`src/rtl/icache_ctrl_pkg.sv`:
```
// Shared state encoding and line/beat geometry for the instruction-cache refill controller.
`ifndef ICACHE_DATA_BLOCK_SIZE
`define ICACHE_DATA_BLOCK_SIZE 64
`endif
`ifndef ICACHE_WRITE_SIZE_BITS
`define ICACHE_WRITE_SIZE_BITS 64
`endif

package icache_ctrl_pkg;

    typedef enum logic [1:0] {
        IDLE = 2'd0,
        REQ  = 2'd1,
        WAIT = 2'd2,
        DONE = 2'd3
    } refill_state_t;

    localparam int ICACHE_BLOCK_BITS = `ICACHE_DATA_BLOCK_SIZE;
    localparam int ICACHE_WRITE_BITS = `ICACHE_WRITE_SIZE_BITS;
    localparam int LINE_OFFSET_BITS  = $clog2(ICACHE_BLOCK_BITS / 8);
    localparam int BEAT_BYTE_STRIDE  = ICACHE_WRITE_BITS / 8;

    // A beat counter must hold NUM_BEATS values but is never narrower than one bit.
    function automatic int beat_cnt_width(input int num_beats);
        return (num_beats > 1) ? $clog2(num_beats) : 1;
    endfunction

endpackage

```
`src/rtl/icache_refill_ctrl.sv`:
```
// Instruction-cache miss handler: serves hits combinationally, refills missing lines from DRAM
// and owns the cache address / write-data / write-enable muxing.
module icache_refill_ctrl
    import icache_ctrl_pkg::*;
#(
    parameter int ADDR_WIDTH = 32,
    parameter int BLOCK_BITS = ICACHE_BLOCK_BITS,
    parameter int WRITE_BITS = ICACHE_WRITE_BITS,
    parameter int NUM_BEATS  = BLOCK_BITS / WRITE_BITS
) (
    input  logic                  clk,
    input  logic                  rst_aL,
    input  logic                  fetch_valid,
    input  logic [ADDR_WIDTH-1:0] fetch_addr,
    input  logic                  fetch_flush,
    output logic                  fetch_resp_valid,
    output logic [BLOCK_BITS-1:0] fetch_resp_data,
    output logic                  fetch_stall,
    output logic [ADDR_WIDTH-1:0] cache_addr,
    output logic                  cache_we_aL,
    output logic [WRITE_BITS-1:0] cache_write_data,
    input  logic [BLOCK_BITS-1:0] cache_rdata,
    input  logic                  cache_hit,
    output logic                  dram_req_valid,
    input  logic                  dram_req_ready,
    output logic [ADDR_WIDTH-1:0] dram_req_addr,
    input  logic                  dram_resp_valid,
    input  logic [WRITE_BITS-1:0] dram_resp_data
);

    localparam int                    CNT_W       = beat_cnt_width(NUM_BEATS);
    localparam int                    OFF_BITS    = $clog2(BLOCK_BITS / 8);
    localparam logic [ADDR_WIDTH-1:0] LINE_MASK   = ~ADDR_WIDTH'((64'd1 << OFF_BITS) - 64'd1);
    localparam logic [ADDR_WIDTH-1:0] BEAT_STRIDE = ADDR_WIDTH'(WRITE_BITS / 8);
    localparam logic [CNT_W-1:0]      LAST_BEAT   = CNT_W'(NUM_BEATS - 1);

    refill_state_t         state;
    refill_state_t         state_nxt;
    logic [CNT_W-1:0]      beat_cnt;
    logic [ADDR_WIDTH-1:0] miss_addr;
    logic                  drop;

    logic miss;
    logic req_fire;
    logic beat_fire;
    logic last_beat;

    // DRAM request: dram_req_valid rises in REQ and holds with a stable address until the cycle
    // dram_req_ready is seen high; that cycle is the transfer. Response beats carry no backpressure.
    assign miss      = (state == IDLE) && fetch_valid && !cache_hit && !fetch_flush;
    assign req_fire  = (state == REQ) && dram_req_ready;
    assign beat_fire = (state == WAIT) && dram_resp_valid;
    assign last_beat = beat_fire && (beat_cnt == LAST_BEAT);

    always_ff @(posedge clk or negedge rst_aL) begin
        if (!rst_aL) begin
            state <= IDLE;
        end else begin
            state <= state_nxt;
        end
    end

    always_comb begin
        state_nxt = state;
        case (state)
            IDLE: if (miss) state_nxt = REQ;
            REQ: begin
                // A flush on the handshake cycle loses: the request is already committed.
                if (req_fire)         state_nxt = WAIT;
                else if (fetch_flush) state_nxt = IDLE;
            end
            WAIT: if (last_beat) state_nxt = DONE;
            DONE: state_nxt = IDLE;
            default: state_nxt = IDLE;
        endcase
    end

    always_ff @(posedge clk or negedge rst_aL) begin
        if (!rst_aL) begin
            beat_cnt  <= '0;
            miss_addr <= '0;
            drop      <= 1'b0;
        end else begin
            if (miss) miss_addr <= fetch_addr & LINE_MASK;
            if (req_fire)       beat_cnt <= '0;
            else if (beat_fire) beat_cnt <= last_beat ? '0 : beat_cnt + CNT_W'(1);
            // A flushed refill still completes so the line ends up valid; only the reply is dropped.
            drop <= (state == WAIT) && (drop || fetch_flush);
        end
    end

    always_comb begin
        fetch_resp_valid = 1'b0;
        fetch_resp_data  = '0;
        fetch_stall      = 1'b0;
        cache_addr       = '0;
        cache_we_aL      = 1'b1;
        cache_write_data = '0;
        dram_req_valid   = 1'b0;
        dram_req_addr    = '0;
        if (rst_aL) begin
            case (state)
                IDLE: begin
                    cache_addr       = fetch_addr;
                    fetch_resp_valid = fetch_valid && cache_hit && !fetch_flush;
                    fetch_resp_data  = cache_rdata;
                end
                REQ: begin
                    fetch_stall    = 1'b1;
                    cache_addr     = miss_addr;
                    dram_req_valid = 1'b1;
                    dram_req_addr  = miss_addr;
                end
                WAIT: begin
                    fetch_stall = 1'b1;
                    cache_addr  = miss_addr;
                    if (dram_resp_valid) begin
                        cache_we_aL      = 1'b0;
                        cache_write_data = dram_resp_data;
                        cache_addr       = miss_addr + ADDR_WIDTH'(beat_cnt) * BEAT_STRIDE;
                    end
                end
                DONE: begin
                    fetch_stall = 1'b1;
                    cache_addr  = miss_addr;
                end
                default: begin
                    fetch_stall = 1'b0;
                end
            endcase
        end
    end

endmodule

```
`config.mk`:
```
export PLATFORM = sky130hd
export DESIGN_NAME = icache_refill_ctrl
export DESIGN_NICKNAME = d
export VERILOG_FILES = /design/src/rtl/icache_ctrl_pkg.sv /design/src/rtl/icache_refill_ctrl.sv
export SDC_FILE = /design/constraint.sdc
export NUM_CORES = 1
export LEC_CHECK = 0
export ABC_AREA = 1
export BUFFER_PORTS_ARGS = -buffer_cell sky130_fd_sc_hd__buf_4
export CORE_AREA = 8 8 134 136
export CTS_CLUSTER_DIAMETER = 30
export CTS_CLUSTER_SIZE = 14
export DETAILED_ROUTE_END_ITERATION = 8
export DIE_AREA = 0 0 142 144
export PLACE_DENSITY = 0.64
export SLEW_MARGIN = 20
export SYNTH_ARGS = -nofsm -noshare
export SYNTH_HDL_FRONTEND = slang
export SYNTH_SLANG_ARGS = --single-unit
```
`constraint.sdc`:
```
create_clock -name clk -period 3.3 [get_ports clk]
set_input_delay 0 -clock clk [delete_from_list [all_inputs] [get_ports clk]]
set_output_delay 0 -clock clk [all_outputs]
set_load 0.02 [all_outputs]
```
## Word-level counts from Yosys, hierarchy flattened

Index checks and enable logic that the tools add are counted.

| storage, ports and cells | value |
|---|---|
| bits in registers | 32 |
| output and inout bits | 196 |
| word-level logic and storage cells | 54 |

| operators by class | value |
|---|---|
| add/sub/neg operators | 2 |
| eq/ne operators | 6 |
| multiplexer cells | 27 |
| bitwise gates (word level) | 1 |
| reduce and logical (&&, ||, !) cells | 15 |

Operators with widths:

| operator | number |
|---|---|
| $mux 64 | 5 |
| $mux 32 | 4 |
| $pmux 32 s3 | 1 |
| $add 32x4->32 | 1 |
| $mux 1 | 12 |
| $logic_and 1x1->1 | 8 |
| $mux 2 | 4 |
| $pmux 2 s4 | 1 |
| $eq 2x2->1 const B | 2 |
| $ne 2x2->1 const B | 2 |
| $ne 3x3->1 const B | 1 |
| $reduce_and 3->1 | 1 |
| $reduce_or 3->1 | 1 |
| $eq 2x1->1 const B | 1 |
| $logic_not 1->1 | 2 |
| $logic_not 2->1 | 1 |
| $reduce_bool 2->1 | 1 |
| $reduce_or 2->1 | 1 |
| $add 1x1->1 const B | 1 |
| $not 1->1 | 1 |

## Longest topological paths before layout

| depth | value |
|---|---|
| depth after elaboration | 6 |
| gate-level depth with buffers | 10 |
| gate-level depth less buffers | 10 |

## Worst setup path before layout

OpenSTA, ideal clock, no wires.

| timing | value |
|---|---|
| path kind | reg2out |
| from | register miss_addr[3] |
| to | output port cache_addr[19] |
| arrival | 1,667 ps |
| required time | 3,300 ps |
| path slack | 1,633 ps |
| stages on the path, launching flop included | 9 |
| buffers on the path | 0 |
| cells stage by stage | dfrtp_1 -> ha_1 -> ha_1 -> inv_1 -> nor2_1 -> nand3_1 -> nor2_1 -> a21oi_1 -> o21ai_0 |

| on the way | value |
|---|---|
| word-level cells in the longest chain between the ends | 4 |

Ends and longest elaborated chain:

| what | line | text |
|---|---|---|
| start, declared | icache_refill_ctrl.sv:40 | `logic [ADDR_WIDTH-1:0] miss_addr;` |
| start signal, assigned | icache_refill_ctrl.sv:84 | `if (miss) miss_addr <= fetch_addr & LINE_MASK;` |
| $add 32x4->32 | icache_refill_ctrl.sv:120 | `cache_addr = miss_addr + ADDR_WIDTH'(beat_cnt) * BEAT_STRIDE;` |
| $mux 32 | icache_refill_ctrl.sv:117 | `if (dram_resp_valid) begin` |
| $pmux 32 s3 | icache_refill_ctrl.sv:102 | `case (state)` |
| $mux 32 | icache_refill_ctrl.sv:101 | `if (rst_aL) begin` |
| end, declared | icache_refill_ctrl.sv:19 | `output logic [ADDR_WIDTH-1:0] cache_addr,` |

Every way passes these cells.

## Worst setup path in the final report

| timing | value |
|---|---|
| from | input port rst_aL |
| to | output port cache_addr[12] |

| on the way | value |
|---|---|
| word-level cells in the longest chain between the ends | 1 |

Ends and longest elaborated chain:

| what | line | text |
|---|---|---|
| start, declared | icache_refill_ctrl.sv:12 | `input logic rst_aL,` |
| $mux 32 | icache_refill_ctrl.sv:101 |  |

Every way passes these cells.

==> flow_metrics.py <==
metrics = {
    "global_routing": {
        "first_global_vias": 5657,
        "grt_max_degree": 66,
        "grt_overall_usage": 0.194,
        "grt_remaining_overflow": 0,
        "wire_length_of_the_first_global_routing_pass_um": 31300,
        "number_of_antenna_violations_at_the_first_check_in_global_routing": 0,
    },
    "hold_path": {
        "hold_crit_path_type": "primary input to flip-flop",
    },
    "detailed_routing": {
        "antenna_left": 0,
        "drt_drc_violations_left": 0,
        "vias_per_cell": 4.27,
        "dr.first_iter.drc_count": 385,
        "first_pass_iteration_count_of_the_detailed_router": 5,
        "vias": 5562,
        "wire_length_per_cell_um": 16.3,
        "detail_route.wirelength_um": 21200,
    },
    "sta": {
        "rsz0062_at_grt": "false",
        "fin_setup_tns_ns": 0,
        "fmax_mhz": 396,
        "finalHoldViolCount": 0,
        "timing.final.crit_share": 0.766,
        "finalSetupViolations": 0,
        "timing_max_transition_violations_final": 0,
        "skew_ns": 0.00440,
        "slew-limit-headroom": 0.314,
        "final.min_clock_period_ns": 2.53,
        "worst_margin_pin_slew_ns": 1.03,
    },
    "run_status": {
        "run_status": "finished, final reports clean",
    },
    "cts": {
        "hold_bufs_inserted_after_cts": 30,
        "resized_gates_after_cts": 0,
        "cts_tree": "yes",
        "clk-insertion-delay-late_ns": 0.28,
        "cts_buffer_depth": 2,
        "clk_transition_reported_paths_ns": 0.05,
        "post_cts_buffers": 0,
        "h_tree_levels": 2,
        "cts_root_buffer": "sky130_fd_sc_hd__clkbuf_16",
        "cts_inserted_buffers": 5,
        "number_of_clock_sinks": 32,
    },
    "pwr": {
        "cellLeakagePower_nw": 3.97,
        "report.power.total_mw": 4.01,
        "irDropWorstVdd_mv": 0.304,
        "pwr_density_nw_per_um2": 580,
    },
    "worst_setup_path": {
        "worst-path-max-fanout": 35,
        "critPathCaptureType": "output pin",
        "critPathKind": "primary input to output pin",
        "critical_path.startpoint_type": "primary input",
        "required_ns": 3.30,
        "cp.arrival_ns": 2.53,
    },
    "finish": {
        "area_delta_synth_final_pct": 89.7,
        "finalInstanceArea_um2": 6910,
        "insertedDiodeCount": 0,
        "final_net_count": 1252,
        "layout.core_utilization": 0.430,
        "num-fill-cells": 1758,
        "seq_area_um2": 801,
        "multi_input_comb_area_um2": 2230,
        "final_layout_size_suffix_gt1_frac": 0.352,
    },
    "die": {
        "io_pins": 363,
        "die_y_um": 144,
        "floorplan.initialDensity": 0.227,
        "core.rowCount": 47,
        "dieWidth_um": 142,
        "die_area_um2": 20400,
        "core_area_um2": 16100,
    },
    "synth": {
        "synthFlopType": "sky130_fd_sc_hd__dfrtp_1",
        "netlist-cell-type-count": 28,
        "synth_area_per_cell_um2": 5.08,
        "synth-edff-count": 0,
        "yosys.area.top_type": "sky130_fd_sc_hd__dfrtp_1",
        "yosys_warnings": 0,
        "postSynthRegisterBits": 32,
        "synth-seq-area-share": 0.220,
        "synth_top_cells_by_area": "sky130_fd_sc_hd__dfrtp_1 22%, sky130_fd_sc_hd__nand2_1 21%, sky130_fd_sc_hd__nor2_1 21%",
        "ys_top_cells_by_count": "208 x sky130_fd_sc_hd__nand2_1, 199 x sky130_fd_sc_hd__nor2_1, 112 x sky130_fd_sc_hd__inv_1, 48 x sky130_fd_sc_hd__o21ai_0, 37 x sky130_fd_sc_hd__nand3_1",
        "synth_cells": 717,
        "synth_async_sr_flop_share": 1.00,
        "synth.top_cell.area_share": 0.220,
        "post-synth-top-count-cell": "sky130_fd_sc_hd__nand2_1",
        "post_synthesis_cell_area_um2": 3640,
    },
    "place": {
        "place_area_um2": 6470,
        "io_buffer_count": 359,
        "place.detailed.hpwl_um": 17900,
        "gp_congestion": 0.833,
    },
    "flow_run": {
        "cap_violations": 0,
    },
}
-- metrics by stage --
stage	setup slack, ns	std cells	hold slack [ns]
5_1_grt	0.498	1303	0.0364
2_1_floorplan	1.63	719	-0.296
3_5_place_dp	1.21	1266	-0.0164
6_report	0.772	1303	0.0121
4_1_cts	0.778	1303	0.0179
3_3_place_gp	1.23	1266	-0.0188
-- worst max-delay path, cell delays in order --
cell and delay [ns]:
sky130_fd_sc_hd__dlygate4sd3_1 0.54, sky130_fd_sc_hd__buf_4 0.43, sky130_fd_sc_hd__inv_2 0.31, sky130_fd_sc_hd__nor2_2 0.61, sky130_fd_sc_hd__buf_4 0.31, sky130_fd_sc_hd__nand2_1 0.06, sky130_fd_sc_hd__o21ai_0 0.08, sky130_fd_sc_hd__buf_4 0.17
-- final timing paths --
kind                       cells past startpoint  slack (ns)                 start                        end
min in group asynchronous                      2        0.25                rst_aL  miss_addr[10]$_DFFE_PN0P_
max in group asynchronous                      2        2.71                rst_aL  miss_addr[25]$_DFFE_PN0P_
max                                            8        0.77                rst_aL             cache_addr[12]
min reg2reg                                    2        0.55  beat_cnt$_DFFE_PN0P_       beat_cnt$_DFFE_PN0P_
min                                            3        0.01        dram_req_ready                  flip-flop
max reg2reg                                    8        1.42  state[0]$_DFFE_PN0P_  miss_addr[26]$_DFFE_PN0P_
-- sequential cells by signal (all words and copies together) (netlist names), named ones only --
| signal | flops |
|---|---|
| miss_addr | 29 |
| state | 1 |
| beat_cnt | 1 |
-- cell type report --
class | instances | area share
clock buffer | 6 | 0.0186
timing repair buffer | 394 | 0.439
multi-input combinational | 535 | 0.323
clock inverter | 1 | 0.000724
sequential | 32 | 0.116
inverter | 115 | 0.0626
tap | 220 | 0.0398
-- cell usage in the layout (no fill, tap or decap), types with 2 or more instances in the layout --
cell | Yosys | routed
sky130_fd_sc_hd__nand3_1 | 37 | 37
sky130_fd_sc_hd__dlygate4sd3_1 | 0 | 30
sky130_fd_sc_hd__inv_2 | 2 | 2
sky130_fd_sc_hd__nand2_4 | 1 | 2
sky130_fd_sc_hd__nor3_1 | 4 | 4
sky130_fd_sc_hd__o21ai_1 | 9 | 9
sky130_fd_sc_hd__dfrtp_1 | 32 | 32
sky130_fd_sc_hd__o21ai_0 | 48 | 48
sky130_fd_sc_hd__clkbuf_16 | 0 | 5
sky130_fd_sc_hd__ha_1 | 2 | 2
sky130_fd_sc_hd__nand2_1 | 208 | 207
sky130_fd_sc_hd__buf_4 | 4 | 364
sky130_fd_sc_hd__nand4_1 | 6 | 6
sky130_fd_sc_hd__nor2_1 | 199 | 199
sky130_fd_sc_hd__clkinv_2 | 1 | 2
sky130_fd_sc_hd__conb_1 | 1 | 3
sky130_fd_sc_hd__a31oi_1 | 2 | 2
sky130_fd_sc_hd__a21oi_1 | 7 | 7
sky130_fd_sc_hd__inv_1 | 112 | 112
sky130_fd_sc_hd__nor2_2 | 3 | 3
-- metal layers --
layer | global-route usage | vias to the layer above | share of wire
li1 | - | 2875 | -
met1 | 0.234 | 2446 | 0.40
met2 | 0.325 | 228 | 0.49
met3 | 0.0759 | 13 | 0.099
met4 | 0.0294 | 0 | 0.0093
met5 | 0 | - | 0
-- logic make-up (layout without fill, tap and decap cells) --
kind of cell | count (synthesis) | after routing | share of synthesized area
AO/OA/AOI/OAI | 68 | 68 | 0.0962
adder cells (fa/ha/maj) | 2 | 2 | 0.00687
buffers and inverters | 152 | 516 | 0.171
flip-flops | 32 | 32 | 0.220
other | 1 | 3 | 0.00103
AND/OR/NAND/NOR | 462 | 462 | 0.505
-- report_power, final --
group / internal, mW / switching (mW) / leakage (nW)
registers: 0.582 / 0.202 / 0.392
clock network: 0.274 / 0.160 / 0.0667
logic: 1.01 / 1.78 / 3.51
No activity file was read; power rests on OpenSTA's default activity.
